**src/rtl/array_10_arbiter.sv**
```systemverilog
// Round-robin two-requester arbiter and sequencer for the single-port array_10_ext macro.
// Define ARRAY10_ARB_INIT_EN to zero-fill all entries after reset before accepting requests.
module array_10_arbiter #(
  parameter int ADDR_W = 3,
  parameter int DATA_W = 200,
  parameter int LANES  = 2
) (
  input  logic                  clock,
  input  logic                  reset,
  input  logic [1:0]            req_valid,
  output logic [1:0]            req_ready,
  input  logic [1:0]            req_write,
  input  logic [2*ADDR_W-1:0]   req_addr,
  input  logic [2*LANES-1:0]    req_mask,
  input  logic [2*DATA_W-1:0]   req_wdata,
  output logic [1:0]            resp_valid,
  output logic [DATA_W-1:0]     resp_data,
  output logic                  mem_en,
  output logic                  mem_wmode,
  output logic [ADDR_W-1:0]     mem_addr,
  output logic [LANES-1:0]      mem_wmask,
  output logic [DATA_W-1:0]     mem_wdata,
  input  logic [DATA_W-1:0]     mem_rdata,
  output logic                  init_done
);

  logic              rr_q, rr_d;
  logic              rd_v_q, rd_v_d;
  logic              rd_id_q, rd_id_d;
  logic              run;
  logic              init_drive;
  logic [ADDR_W-1:0] init_addr;
  logic              gnt_id;
  logic              fire;

  logic [ADDR_W-1:0] addr_a  [2];
  logic [LANES-1:0]  mask_a  [2];
  logic [DATA_W-1:0] wdata_a [2];

  for (genvar gi = 0; gi < 2; gi++) begin : g_unpack
    assign addr_a[gi]  = req_addr[gi*ADDR_W +: ADDR_W];
    assign mask_a[gi]  = req_mask[gi*LANES +: LANES];
    assign wdata_a[gi] = req_wdata[gi*DATA_W +: DATA_W];
  end

`ifdef ARRAY10_ARB_INIT_EN
  localparam logic [0:0] ST_INIT = 1'b0;
  localparam logic [0:0] ST_RUN  = 1'b1;

  logic [0:0]        state_q, state_d;
  logic [ADDR_W-1:0] init_cnt_q, init_cnt_d;

  assign run        = (state_q == ST_RUN);
  // Held-off while reset is asserted so the zero-fill only starts once reset is released.
  assign init_drive = (state_q == ST_INIT) && !reset;
  assign init_addr  = init_cnt_q;
  assign init_done  = run;

  always_comb begin
    state_d    = state_q;
    init_cnt_d = init_cnt_q;
    if (init_drive) begin
      init_cnt_d = init_cnt_q + 1'b1;
      if (init_cnt_q == {ADDR_W{1'b1}}) begin
        state_d = ST_RUN;
      end
    end
  end

  always_ff @(posedge clock) begin
    if (reset) begin
      state_q    <= ST_INIT;
      init_cnt_q <= '0;
    end else begin
      state_q    <= state_d;
      init_cnt_q <= init_cnt_d;
    end
  end
`else
  assign run        = 1'b1;
  assign init_drive = 1'b0;
  assign init_addr  = '0;
  assign init_done  = 1'b1;
`endif

  // A lone requester always wins; contention is broken by the round-robin pointer.
  always_comb begin
    gnt_id = (req_valid == 2'b11) ? rr_q : req_valid[1];
    fire   = run && (req_valid != 2'b00);
    if (fire) begin
      req_ready = gnt_id ? 2'b10 : 2'b01;
    end else begin
      req_ready = 2'b00;
    end
  end

  always_comb begin
    mem_en    = 1'b0;
    mem_wmode = 1'b0;
    mem_addr  = '0;
    mem_wmask = '0;
    mem_wdata = '0;
    if (init_drive) begin
      mem_en    = 1'b1;
      mem_wmode = 1'b1;
      mem_addr  = init_addr;
      mem_wmask = '1;
    end else if (fire) begin
      mem_en    = 1'b1;
      mem_wmode = req_write[gnt_id];
      mem_addr  = addr_a[gnt_id];
      mem_wmask = mask_a[gnt_id];
      mem_wdata = wdata_a[gnt_id];
    end
  end

  always_comb begin
    rr_d    = fire ? ~gnt_id : rr_q;
    rd_v_d  = fire && !req_write[gnt_id];
    rd_id_d = gnt_id;
  end

  always_ff @(posedge clock) begin
    if (reset) begin
      rr_q    <= 1'b0;
      rd_v_q  <= 1'b0;
      rd_id_q <= 1'b0;
    end else begin
      rr_q    <= rr_d;
      rd_v_q  <= rd_v_d;
      rd_id_q <= rd_id_d;
    end
  end

  // Gating with reset drops a response whose read fired just before reset rose.
  assign resp_valid = {rd_v_q &&  rd_id_q && !reset,
                       rd_v_q && !rd_id_q && !reset};
  assign resp_data  = mem_rdata;

endmodule

```
**config.mk**
```make
export PLATFORM = sky130hd
export DESIGN_NAME = array_10_arbiter
export DESIGN_NICKNAME = d
export VERILOG_FILES = /design/src/rtl/array_10_arbiter.sv
export SDC_FILE = /design/constraint.sdc
export NUM_CORES = 1
export LEC_CHECK = 0
export CAP_MARGIN = 20
export CORE_AREA = 2 2 403 405
export DETAILED_ROUTE_END_ITERATION = 16
export DIE_AREA = 0 0 405 407
export PLACE_DENSITY = 0.3
export SKIP_LAST_GASP = 1
export SLEW_MARGIN = 20
export SYNTH_ARGS = -nofsm -noshare
export SYNTH_HDL_FRONTEND = slang
export SYNTH_SLANG_ARGS = --single-unit
export TNS_END_PERCENT = 20
```
**constraint.sdc**
```tcl
create_clock -name clock -period 2 [get_ports clock]
set_input_delay 0.3 -clock clock [delete_from_list [all_inputs] [get_ports clock]]
set_output_delay 0.3 -clock clock [all_outputs]
set_load 0.02 [all_outputs]
```
# Word-level counts from Yosys, hierarchy flattened
# Index checks and enable logic that the tools add are counted.
# W data, S select, Z words.
# totals
register_bits	3
in_bits	616
output_inout_bits	412
wordCells	36
# op_classes
n_lt_le_gt_ge	2
n_eq_ne	1
mux	19
bitwise	2
n_reduce_logical	9
# ops
operator	n
$mux W200	4
$mux W2	6
$mux W3	4
$logic_and A1 B1 Y1	5
$mux W1	5
$logic_not A1 Y1	3
$eq A2 B2 Y1 const B	1
$ge A2 B2 Y1 const B	1
$lt A1 B2 Y1 const B	1
$not A1 Y2	1
$reduce_bool A2 Y1	1
$not A1 Y1	1

# Depth between registers and ports, before layout
# logic_depth
depth_word	7
mapped_depth	6
mapped_depth_nobuf	2

# Worst setup path before layout
# OpenSTA, ideal clock, no wires.
# synth_path
path_type	input to output
start	input req_valid[1]
end	output mem_wdata[170]
arrival_time_ns	1.243
required_time_ns	1.700
slack_ns	0.457
cell_stages	6
path_buffers	4
cell_sequence	buf_2 a21boi_1 buf_4 buf_4 buf_4 a32o_1
# synth_between
elab_chain_len	7
word_cells_on_any_way	8
cone_classes	1 x eq/ne; 5 x mux; 1 x bitwise; 1 x reduce/logical
# synth_rtl
item	line_no	rtl
start: declaration	10	input logic [1:0] req_valid,
$eq A2 B2 Y1	88	gnt_id = (req_valid == 2'b11) ? rr_q : req_valid[1];
$mux W1	88	
$not A1 Y2 (implied by the code)	113	mem_wdata = wdata_a[gnt_id];
$mux W200 (implied by the code) (3 in series)	113	
$mux W200 (*)	108	end else if (fire) begin
end: declaration	22	output logic [DATA_W-1:0] mem_wdata,
# Mark *: on every way between the ends. The rest lies on a longest branch, timed or not. The select of a mux whose other input is x is not followed.

# Final worst setup path
# layout_path
start	register rr_q
end	output mem_wdata[165]
# layout_between
elab_chain_len	6
# layout_rtl
item	line_no	rtl
start: declaration	27	logic rr_q, rr_d;
start signal: assignment	129	rr_q <= rr_d;
$mux W1	88	
$not A1 Y2 (implied by the code)	113	
$mux W200 (implied by the code) (3 in series)	113	
$mux W200	108	
# No other way between the ends. The select of a mux whose other input is x is not followed.

==> results.toml <==
[clocking]
clk_path_buf_depth = 2
cts_max_level = 1
clk_latency_ns = 0.22
cts_buffers = 3
cts_root_buf = "clkbuf_16"
clk_pin_slew_worst_paths_ns = 0.03
clock-sinks = 3
cts_tree = "built"

[logic_synthesis]
syn-num-nets = 1109
synth_area_sq_um = 4080
synth_seq_cells = 3
ys_seq_area_share_pct = 1.47
synth.avg_cell_area_sq_um = 8.27
synth_cell_type_count = 16
yosysWarningCount = 0
syn-instance-count = 493

[route]
drc = 0
via_per_inst = 2.16
via_count = 6661
first_pass_iters = 4
antenna_left = 0
wl_per_cell_um = 30.4
drt_iter0_drc = 392
drt-total-wl_um = 93800

[timing]
fin_ws_ns = -0.282
drv_slew = 0
fin_crit_sh_pct = 114
hold_ws_ns = 0.548
rsz0062_at_grt = "true"
finalSetupViolCount = 198
timing.final.crit_period_ns = 2.28
final_hold_viol_count = 0
max_freq_mhz = 438
skew_ns = 0.00124
fin_tns_setup_ns = -31.44

[power]
irDropWorstVdd_v = 0.000157
clock_power_share_pct = 7.3
powerDensity_nw_per_um2 = 330
p_sw_share_pct = 44.1
leakagePower_nw = 4.43
p_int_mw = 2.42
power.switching_mw = 1.91
power_frac_comb_pct = 91.1
seqPwrFrac_pct = 1.6
power.total_mw = 4.32

[critical_path]
cp_max_fo = 8
path_class = "reg2out"
cp.required_ns = 1.70
critPathArrivalTime_ns = 1.98
worst_setup_path_end_kind = "output port"
cp-start-kind = "flop"

[final_layout]
final_common_cell = "clkdlybuf4s50_1"
post-route-util_pct = 8.17
drive_gt1_share_pct = 29.9
regArea_sq_um = 63.8
syn_to_final_growth_pct = 221
fillers = 18696
final_cell_mix = "clkdlybuf4s50_1 (415), a32o_1 (163), buf_12 (110)"
multiInputGateArea_sq_um = 2220
stdcell_area_sq_um = 13100
nets = 1539

[placed_design]
numPortBuffers = 626
dp_hpwl_um = 85500
dpl_cell_area_sq_um = 12600
gp_congestion = 0.787

[floorplan]
fp.dieH_um = 407
dieArea_sq_um = 165000
core-area_sq_um = 160000
io_pins = 1028
start_util_pct = 2.54
die_w_um = 405
rows = 147

[grt]
gr-total-overflow = 0
antenna_found_initial = 60
track_usage_pct = 10.7
grt_pass1_wl_um = 107000
grt_pass1_vias = 6866
grt_max_degree = 49

[worst_hold_path]
hold_path.class = "reg2reg"

[job]
cap_violations = 0

[status]
outcome = "finished with violations"
violations = "setup timing"
==> state kept, by name, indices dropped and copies added (netlist names) <==
signal and count:
rd_id_q 1, rd_v_q 1, rr_q 1
==> cell usage after synthesis <==
cell type / instances / area, sq um
buf_4: 216 / 1620
nor2_1: 2 / 7.51
dfxtp_1: 3 / 60.1
buf_1: 2 / 7.51
conb_1: 1 / 3.75
buf_6: 1 / 11.3
nand2b_1: 2 / 12.5
and3b_1: 2 / 17.5
a21boi_1: 1 / 7.51
and2_1: 1 / 6.26
a32o_1: 207 / 2070
or2_2: 1 / 6.26
nor3b_1: 1 / 7.51
clkbuf_1: 25 / 93.8
a21oi_1: 1 / 5.00
buf_2: 27 / 135
==> cell families (layout without fill, tap and decap cells) <==
kind of cell    count (synthesis)  in the layout  share of synthesized area, %
flops                           3              3                          1.47
simple gates                    9              9                          1.41
buf+inv                       271            700                          45.9
other cells                     1              5                        0.0920
compound gates                209            209                          51.2
==> routing by layer <==
layer	wire, um	track usage, %
met4	1530	1.28
met5	41	0
met3	18800	9.74
met1	25700	8.65
met2	47800	19.5
==> final cells by class <==
| cell class | instances | area share, % |
|---|---|---|
| Timing Repair Buffer | 696 | 61.2 |
| Tap cell | 2160 | 20.7 |
| Multi-Input combinational cell | 219 | 17.0 |
| Clock buffer | 4 | 0.602 |
| Sequential cell | 3 | 0.488 |
| Antenna cell | 4 | 0.0765 |
==> worst paths after layout <==
path                                  endpoint  slack [ns]  from  cells past startpoint
worst max register to register          rd_v_q        0.51  rr_q                      7
worst min-delay path                      rr_q        0.55  rr_q                      2
worst max-delay path            mem_wdata[165]       -0.28  rr_q                      8
worst min register to register            rr_q        0.55  rr_q                      2
==> metrics by stage <==
stage / setup WS [ns] / std cells
after floorplan: 0.457 / 493
after global placement: -0.835 / 3058
after detailed placement: -0.819 / 3058
after CTS: -0.321 / 3079
after global routing: -0.298 / 3084
final: -0.282 / 3086
==> power by group through the flow <==
stage	registers, mW	clock network (mW)	logic [mW]
5_1_grt	0.0704	0.325	4.20
3_3_place_gp	0.0707	0	4.00
6_report	0.0702	0.314	3.94
2_1_floorplan	0.0664	0	1.70
3_5_place_dp	0.0708	0	3.97
4_1_cts	0.0702	0.324	4.06
==> timing repair <==
item / CTS / global route
buffers inserted: 10 / 3
hold buffers: 0 / 0
pin swaps: 8 / 5
endpoints found under the setup margin: 208 / 209
resized for setup: 349 / 86
cloned: 7 / 3
==> critical path, stage by stage (launching register included) <==
cell      delay, ns
dfxtp_4        0.37
buf_6          0.13
a21boi_4       0.21
buf_12         0.16
buf_12         0.15
buf_16         0.16
buf_16         0.14
a32o_2         0.22
buf_12         0.15
Power figures use the tool's default switching activity.
